==> src/rtl/async_fifo_pkg.sv <==
// Shared types and constants for the asynchronous FIFO read-side drain engine.
package async_fifo_pkg;

  // Default widths, matching the FIFO this engine drains.
  localparam int FIFO_DSIZE = 32;
  localparam int FIFO_LSIZE = 8;

  // Depth of the output buffer between the FIFO read port and the stream.
  localparam int BUF_DEPTH = 2;

  // Burst engine states.
  typedef enum logic [1:0] {
    IDLE  = 2'd0,
    RUN   = 2'd1,
    DRAIN = 2'd2
  } state_t;

  // One buffered word plus its end-of-burst tag, at the default data width.
  typedef struct packed {
    logic                  last;
    logic [FIFO_DSIZE-1:0] data;
  } buf_entry_t;

endpackage

==> src/rtl/async_fifo_burst_reader_if.sv <==
// Bundle of command, FIFO read-port and output-stream signals of the burst reader.
interface async_fifo_burst_reader_if #(
  parameter int DSIZE = 32,
  parameter int LSIZE = 8
);
  logic             cmd_valid;
  logic             cmd_ready;
  logic [LSIZE-1:0] cmd_len;
  logic             fifo_rempty;
  logic [DSIZE-1:0] fifo_rdata;
  logic             fifo_rinc;
  logic             m_valid;
  logic             m_ready;
  logic [DSIZE-1:0] m_data;
  logic             m_last;
  logic             busy;

  // The burst engine side.
  modport master (
    input  cmd_valid, cmd_len, fifo_rempty, fifo_rdata, m_ready,
    output cmd_ready, fifo_rinc, m_valid, m_data, m_last, busy
  );

  // The surroundings: command source, FIFO and stream sink.
  modport slave (
    output cmd_valid, cmd_len, fifo_rempty, fifo_rdata, m_ready,
    input  cmd_ready, fifo_rinc, m_valid, m_data, m_last, busy
  );
endinterface

==> src/rtl/stream_skid_buffer.sv <==
// Small valid/ready buffer (BUF_DEPTH entries) with push/pop and occupancy count.
// Push and pop may happen in the same cycle at any occupancy, so a full buffer
// can be refilled on the cycle its head is taken.
module stream_skid_buffer
  import async_fifo_pkg::*;
#(
  parameter int WIDTH = FIFO_DSIZE + 1
) (
  input  logic             i_clk,
  input  logic             i_rst,
  input  logic             i_push,
  input  logic [WIDTH-1:0] i_push_data,
  input  logic             i_pop,
  output logic             o_valid,
  output logic [WIDTH-1:0] o_data,
  output logic [1:0]       o_count
);

  logic [WIDTH-1:0] r_mem [BUF_DEPTH];
  logic             r_wr_ptr;
  logic             r_rd_ptr;
  logic [1:0]       r_count;
  logic             w_push_ok;
  logic             w_pop_ok;

  // A pop only takes effect on a non-empty buffer; a push is refused only when
  // full and nothing leaves in the same cycle.
  assign w_pop_ok  = i_pop && (r_count != 2'd0);
  assign w_push_ok = i_push && ((r_count != 2'(BUF_DEPTH)) || w_pop_ok);

  // Storage: written at the write pointer, cleared on reset so the head reads 0.
  always_ff @(posedge i_clk) begin
    if (i_rst) begin
      for (int i = 0; i < BUF_DEPTH; i++) begin
        r_mem[i] <= '0;
      end
    end else if (w_push_ok) begin
      r_mem[r_wr_ptr] <= i_push_data;
    end
  end

  // Pointers and occupancy.
  always_ff @(posedge i_clk) begin
    if (i_rst) begin
      r_wr_ptr <= 1'b0;
      r_rd_ptr <= 1'b0;
      r_count  <= 2'd0;
    end else begin
      if (w_push_ok) begin
        r_wr_ptr <= ~r_wr_ptr;
      end
      if (w_pop_ok) begin
        r_rd_ptr <= ~r_rd_ptr;
      end
      r_count <= r_count + {1'b0, w_push_ok} - {1'b0, w_pop_ok};
    end
  end

  assign o_valid = (r_count != 2'd0);
  assign o_data  = r_mem[r_rd_ptr];
  assign o_count = r_count;

endmodule

==> src/rtl/async_fifo_burst_reader.sv <==
// Read-side drain engine: accepts a burst length, pops exactly that many words
// from the FIFO and streams them out with a last marker. The output buffer keeps
// fifo_rinc free of any combinational dependence on m_ready.
module async_fifo_burst_reader
  import async_fifo_pkg::*;
#(
  parameter int DSIZE = FIFO_DSIZE,
  parameter int LSIZE = FIFO_LSIZE
) (
  input  logic                       clock,
  input  logic                       reset,
  async_fifo_burst_reader_if.master  bus
);

  localparam int EW = DSIZE + 1;

  state_t           r_state;
  state_t           w_state_next;
  logic [LSIZE:0]   r_remaining;
  logic             w_cmd_fire;
  logic             w_pop_fifo;
  logic             w_out_fire;
  logic             w_last_fire;
  logic             w_tag_last;
  logic [EW-1:0]    w_push_entry;
  logic [EW-1:0]    w_head_entry;
  logic             w_buf_valid;
  logic [1:0]       w_buf_count;

  // Commands are only taken while idle; everything is held off during reset.
  assign w_cmd_fire = !reset && (r_state == IDLE) && bus.cmd_valid;

  // Pop depends on registered state and the FIFO empty flag only.
  assign w_pop_fifo = !reset && (r_state == RUN) && (r_remaining != '0) &&
                      !bus.fifo_rempty && (w_buf_count != 2'(BUF_DEPTH));

  // The word popped while one word remains is the final word of the burst.
  assign w_tag_last   = (r_remaining == (LSIZE+1)'(1));
  assign w_push_entry = {w_tag_last, bus.fifo_rdata};

  assign w_out_fire  = !reset && w_buf_valid && bus.m_ready;
  assign w_last_fire = w_out_fire && w_head_entry[DSIZE];

  stream_skid_buffer #(
    .WIDTH (EW)
  ) u_out_buf (
    .i_clk       (clock),
    .i_rst       (reset),
    .i_push      (w_pop_fifo),
    .i_push_data (w_push_entry),
    .i_pop       (w_out_fire),
    .o_valid     (w_buf_valid),
    .o_data      (w_head_entry),
    .o_count     (w_buf_count)
  );

  // State register.
  always_ff @(posedge clock) begin
    if (reset) begin
      r_state <= IDLE;
    end else begin
      r_state <= w_state_next;
    end
  end

  // Next-state: RUN until the final pop, DRAIN until the last word leaves.
  always_comb begin
    w_state_next = r_state;
    case (r_state)
      IDLE:    if (w_cmd_fire) w_state_next = RUN;
      RUN:     if (w_pop_fifo && w_tag_last) w_state_next = DRAIN;
      DRAIN:   if (w_last_fire) w_state_next = IDLE;
      default: w_state_next = IDLE;
    endcase
  end

  // Words still to pop; one bit wider than cmd_len so a full-length burst fits.
  always_ff @(posedge clock) begin
    if (reset) begin
      r_remaining <= '0;
    end else if (w_cmd_fire) begin
      r_remaining <= {1'b0, bus.cmd_len} + (LSIZE+1)'(1);
    end else if (w_pop_fifo) begin
      r_remaining <= r_remaining - (LSIZE+1)'(1);
    end
  end

  // Outputs, all forced low while reset is asserted.
  always_comb begin
    bus.cmd_ready = !reset && (r_state == IDLE);
    bus.busy      = !reset && (r_state != IDLE);
    bus.fifo_rinc = w_pop_fifo;
    bus.m_valid   = !reset && w_buf_valid;
    bus.m_data    = reset ? '0 : w_head_entry[DSIZE-1:0];
    bus.m_last    = !reset && w_buf_valid && w_head_entry[DSIZE];
  end

endmodule

==> src/flat_wrapper.sv <==
// flat-port wrapper written by rule: the top's interface ports become plain ports
module async_fifo_burst_reader_flat import async_fifo_pkg::*;
#(
  parameter int DSIZE = FIFO_DSIZE,
  parameter int LSIZE = FIFO_LSIZE
)
  (clock, reset, bus_cmd_valid, bus_cmd_len, bus_fifo_rempty, bus_fifo_rdata, bus_m_ready, bus_cmd_ready, bus_fifo_rinc, bus_m_valid, bus_m_data, bus_m_last, bus_busy);
  async_fifo_burst_reader_if #(.DSIZE(DSIZE), .LSIZE(LSIZE)) bus_i ();
  input  logic clock;
  input  logic reset;
  input wire logic [$bits(bus_i.cmd_valid)-1:0] bus_cmd_valid;
  input wire logic [$bits(bus_i.cmd_len)-1:0] bus_cmd_len;
  input wire logic [$bits(bus_i.fifo_rempty)-1:0] bus_fifo_rempty;
  input wire logic [$bits(bus_i.fifo_rdata)-1:0] bus_fifo_rdata;
  input wire logic [$bits(bus_i.m_ready)-1:0] bus_m_ready;
  output wire logic [$bits(bus_i.cmd_ready)-1:0] bus_cmd_ready;
  output wire logic [$bits(bus_i.fifo_rinc)-1:0] bus_fifo_rinc;
  output wire logic [$bits(bus_i.m_valid)-1:0] bus_m_valid;
  output wire logic [$bits(bus_i.m_data)-1:0] bus_m_data;
  output wire logic [$bits(bus_i.m_last)-1:0] bus_m_last;
  output wire logic [$bits(bus_i.busy)-1:0] bus_busy;
  assign bus_i.cmd_valid = bus_cmd_valid;
  assign bus_i.cmd_len = bus_cmd_len;
  assign bus_i.fifo_rempty = bus_fifo_rempty;
  assign bus_i.fifo_rdata = bus_fifo_rdata;
  assign bus_i.m_ready = bus_m_ready;
  assign bus_cmd_ready = bus_i.cmd_ready;
  assign bus_fifo_rinc = bus_i.fifo_rinc;
  assign bus_m_valid = bus_i.m_valid;
  assign bus_m_data = bus_i.m_data;
  assign bus_m_last = bus_i.m_last;
  assign bus_busy = bus_i.busy;
  async_fifo_burst_reader #(.DSIZE(DSIZE), .LSIZE(LSIZE)) u_core (.clock(clock), .reset(reset), .bus(bus_i));
endmodule
==> config.mk <==
export PLATFORM = sky130hd
export DESIGN_NAME = async_fifo_burst_reader_flat
export DESIGN_NICKNAME = d
export VERILOG_FILES = /design/src/rtl/async_fifo_pkg.sv /design/src/rtl/async_fifo_burst_reader_if.sv /design/src/rtl/stream_skid_buffer.sv /design/src/rtl/async_fifo_burst_reader.sv /design/src/flat_wrapper.sv
export SDC_FILE = /design/constraint.sdc
export NUM_CORES = 1
export LEC_CHECK = 0
export CORE_ASPECT_RATIO = 1.4
export CORE_UTILIZATION = 55
export DETAILED_ROUTE_END_ITERATION = 10
export PLACE_DENSITY = 0.91
export SYNTH_ARGS = -nofsm -noshare
export SYNTH_HDL_FRONTEND = slang
export SYNTH_SLANG_ARGS = --single-unit
==> constraint.sdc <==
create_clock -name clock -period 4.6 [get_ports clock]
set_input_delay 1.15 -clock clock [delete_from_list [all_inputs] [get_ports clock]]
set_output_delay 1.15 -clock clock [all_outputs]
set_load 0.01 [all_outputs]
==> results.py <==
metrics = {
    "critical_path": {
        "worstReg2RegEnd": "u_core.u_out_buf.r_mem[0][3]$_SDFFCE_PN0P_",
        "path_max_fanout": 5,
        "cp.arrival_ps": 2800,
        "path_class": "in2out",
        "path_buf_inv": 2,
        "slowest_delay_ps": 530,
        "cp-end-kind": "output pin",
        "worstRegToRegCells": 9,
        "worst_ep_required_time_ps": 3450,
        "start_kind": "primary input",
        "cp_slowest_cell": "clkdlybuf4s50_1",
        "critPathTopFamily": "buffers and inverters",
        "critical_path.reg2reg.startpoint": "u_core.r_remaining[0]$_SDFFE_PP0P_",
        "path_cells": "clkdlybuf4s50_1, nor4b_4, and2_2, and2_2, clkdlybuf4s50_1",
        "r2r_slack_ps": 1700,
    },
    "timing": {
        "rsz0062_at_grt": "false",
        "fmax_ghz": 0.253,
        "setup_viol": 0,
        "tightest_slew_ps": 1010,
        "slew_viol_final": 0,
        "finalHoldViolCount": 0,
        "tns_ps": 0,
        "fin_crit_ps": 3950,
        "slew-limit-headroom_pct": 32.4,
        "skew_ps": 11.5,
        "fin_crit_sh_pct": 85.9,
    },
    "power_and_ir_drop": {
        "power_density_nw_per_um2": 323,
        "power_switching_uw": 407,
        "switching_share_pct": 25.1,
        "power.internal_uw": 1210,
        "combPwrFrac_pct": 13.6,
        "power_uw": 1620,
        "power_leakage_uw": 0.00195,
        "p_seq_share_pct": 53.4,
        "clkPwrFrac_pct": 33.0,
        "ir_drop_uv": 246,
    },
    "synth": {
        "synthTopCellsByArea": "edfxtp_1, mux2i_1, dfxtp_1, and3_1, and2_1",
        "yosys_warnings": 0,
        "synth_top_area_share_pct": 50.4,
        "syn_area_sq_um": 3930,
        "yosysSeqAreaShare_pct": 58.6,
        "postSynthAreaPerCell_sq_um": 11.7,
        "synth_area_leader_cell": "edfxtp_1",
        "synth.distinct_cells": 35,
        "ys_ff_latch": 82,
        "syn_nets": 388,
        "netlist_instances": 337,
    },
    "cts": {
        "cts-root-buf": "clkbuf_8",
        "post-cts-setup-buffer-count": 0,
        "worstSkewPairLatency_ps": 360,
        "cts_tree": "done",
        "ctsHoldBuffers": 0,
        "post_cts_resized": 0,
        "cts_sinks": 82,
        "htree_levels": 3,
        "numCtsBuffers": 9,
        "path_clk_slew_ps": 80,
        "clock_path_buffers": 2,
    },
    "global_routing": {
        "grt_max_degree": 39,
        "grt_pass1_wl_mm": 13.3,
        "grtUsageTotal_pct": 24.5,
        "grt-ovfl-total": 0,
        "antenna_found_initial": 0,
        "grt_pass1_vias": 2824,
    },
    "final_layout": {
        "final_common_cell": "clkdlybuf4s50_1",
        "nFillCells": 520,
        "mostFrequentLayoutCells": "clkdlybuf4s50_1, edfxtp_1, nor2_1",
        "multi_input_area_sq_um": 1510,
        "final_area_sq_um": 5010,
        "drive_gt1_share_pct": 7.64,
        "fin_util_pct": 72.3,
        "register_area_sq_um": 2300,
        "final_nets": 465,
        "area_growth_pct": 27.6,
        "antenna_cells": 0,
    },
    "die": {
        "start_util_pct": 56.6,
        "core_sq_um": 6940,
        "dieWidth_microns": 73.4,
        "dieArea_sq_um": 7490,
        "fp.dieH_microns": 102,
        "ios": 82,
        "rows": 36,
    },
    "route": {
        "via_count": 2790,
        "route.detailed.drc": 0,
        "ant_nets": 0,
        "drt_iter0_drc": 207,
        "wl_mm": 8.44,
        "dr.pass1.iters": 4,
        "wl_per_cell_microns": 16.4,
        "viasPerCell": 5.43,
    },
    "placed_design": {
        "port_buffers": 81,
        "gp_congestion": 0.884,
        "dp_hpwl_mm": 6.06,
        "dpl-instance-area_sq_um": 4810,
    },
    "worst_hold_path": {
        "holdPathStages": 1,
        "hold_start": "u_core.r_remaining[5]$_SDFFE_PP0P_",
        "hold_path_class": "reg2reg",
        "hold_end": "u_core.r_remaining[5]$_SDFFE_PP0P_",
    },
    "run_status": {
        "status": "completed",
    },
    "job": {
        "drv_cap": 0,
    },
}
==> flip-flops by register name, summed over array words and instances, names as in the netlist, named ones only <==
signal	flops
u_core.u_out_buf.o_count	2
u_core.u_out_buf.r_rd_ptr	1
u_core.u_out_buf.r_wr_ptr	1
u_core.r_remaining	9
u_core.u_out_buf.r_mem	66
u_core.r_state	2
==> worst max path at each step <==
stage / start / endpoint / slack (ps) / depth (start not counted)
final: bus_fifo_rempty / bus_fifo_rinc / 650 / 5
after global routing: bus_fifo_rempty / bus_fifo_rinc / 580 / 5
after global placement: bus_fifo_rempty / bus_fifo_rinc / 660 / 5
after floorplan: reset / u_core.u_out_buf.r_mem[1][0]$_SDFFCE_PN0P_ / 1200 / 7
after detailed placement: bus_fifo_rempty / bus_fifo_rinc / 640 / 5
after CTS: bus_fifo_rempty / bus_fifo_rinc / 640 / 5
==> cells in the mapped netlist <==
| cell type | number |
|---|---|
| a41o_1 | 1 |
| a21oi_1 | 3 |
| edfxtp_1 | 66 |
| clkbuf_2 | 3 |
| buf_2 | 1 |
| ha_1 | 6 |
| clkbuf_1 | 16 |
| nand2b_1 | 1 |
| a211oi_1 | 9 |
| and2_2 | 2 |
| nor4_1 | 4 |
| nor3_1 | 7 |
| and3_1 | 37 |
| nor2_1 | 50 |
| mux2i_1 | 33 |
| o21ai_0 | 3 |
| or2_2 | 1 |
| inv_2 | 1 |
| nor4b_4 | 1 |
| inv_1 | 4 |
| nand2_1 | 6 |
| dfxtp_1 | 16 |
| a21o_1 | 3 |
| nor4b_1 | 2 |
| nor2b_1 | 2 |
| nor2_2 | 1 |
| buf_6 | 1 |
| a31oi_1 | 1 |
| nand4_2 | 1 |
| or4_1 | 1 |
| xnor2_1 | 6 |
| nand3_1 | 5 |
| buf_4 | 1 |
| and2_1 | 35 |
| xor2_1 | 7 |
==> power groups by stage <==
stage | combinational, uW | sequential [uW] | clock (uW)
global route | 238 | 869 | 573
CTS | 221 | 865 | 542
global placement | 213 | 879 | 0
floorplan | 120 | 867 | 0
detailed placement | 219 | 882 | 0
finish | 220 | 865 | 534
==> logic make-up (layout without fill, tap and decap cells) <==
family	Yosys count	count (layout)	share of synthesized area (%)
AOI/OAI and AO/OA	20	20	3.47
and+or+nand+nor	156	156	21.7
DFF	82	82	58.6
muxes	33	33	8.41
adders and majority gates	6	6	1.91
xor gates and xnor gates	13	13	2.90
buffers and inverters	27	109	2.99
==> cell type report <==
cell class / instances / share of cell area (%)
timing repair buffer: 88 / 17.1
tap: 95 / 2.37
clock inverter: 7 / 1.65
inverter: 5 / 0.374
clock buffer: 9 / 2.47
multi-input combinational: 228 / 30.1
sequential: 82 / 45.9
==> worst reg2reg max path, stage by stage, from the launching register on <==
cell and delay, ps:
dfxtp_1 350, inv_1 90, ha_1 200, nor4b_1 440, nand3_1 170, and2_2 240, buf_4 240, inv_2 120
nor2_2 50, or2_2 620
==> through the flow <==
stage / hold WS [ps] / setup slack [ps] / instances
2_1_floorplan: 458 / 1200 / 337
3_3_place_gp: 481 / 660 / 498
3_5_place_dp: 490 / 642 / 498
4_1_cts: 507 / 639 / 514
5_1_grt: 534 / 579 / 514
6_report: 502 / 647 / 514
==> layer usage <==
layer	vias up	track usage [%]	wire length (microns)
met3	14	5.62	361
li1	1355	-	-
met2	97	46.5	4900
met4	0	10.1	146
met1	1324	25.5	3030
met5	-	0	0
(Power assumes the default switching activity.)
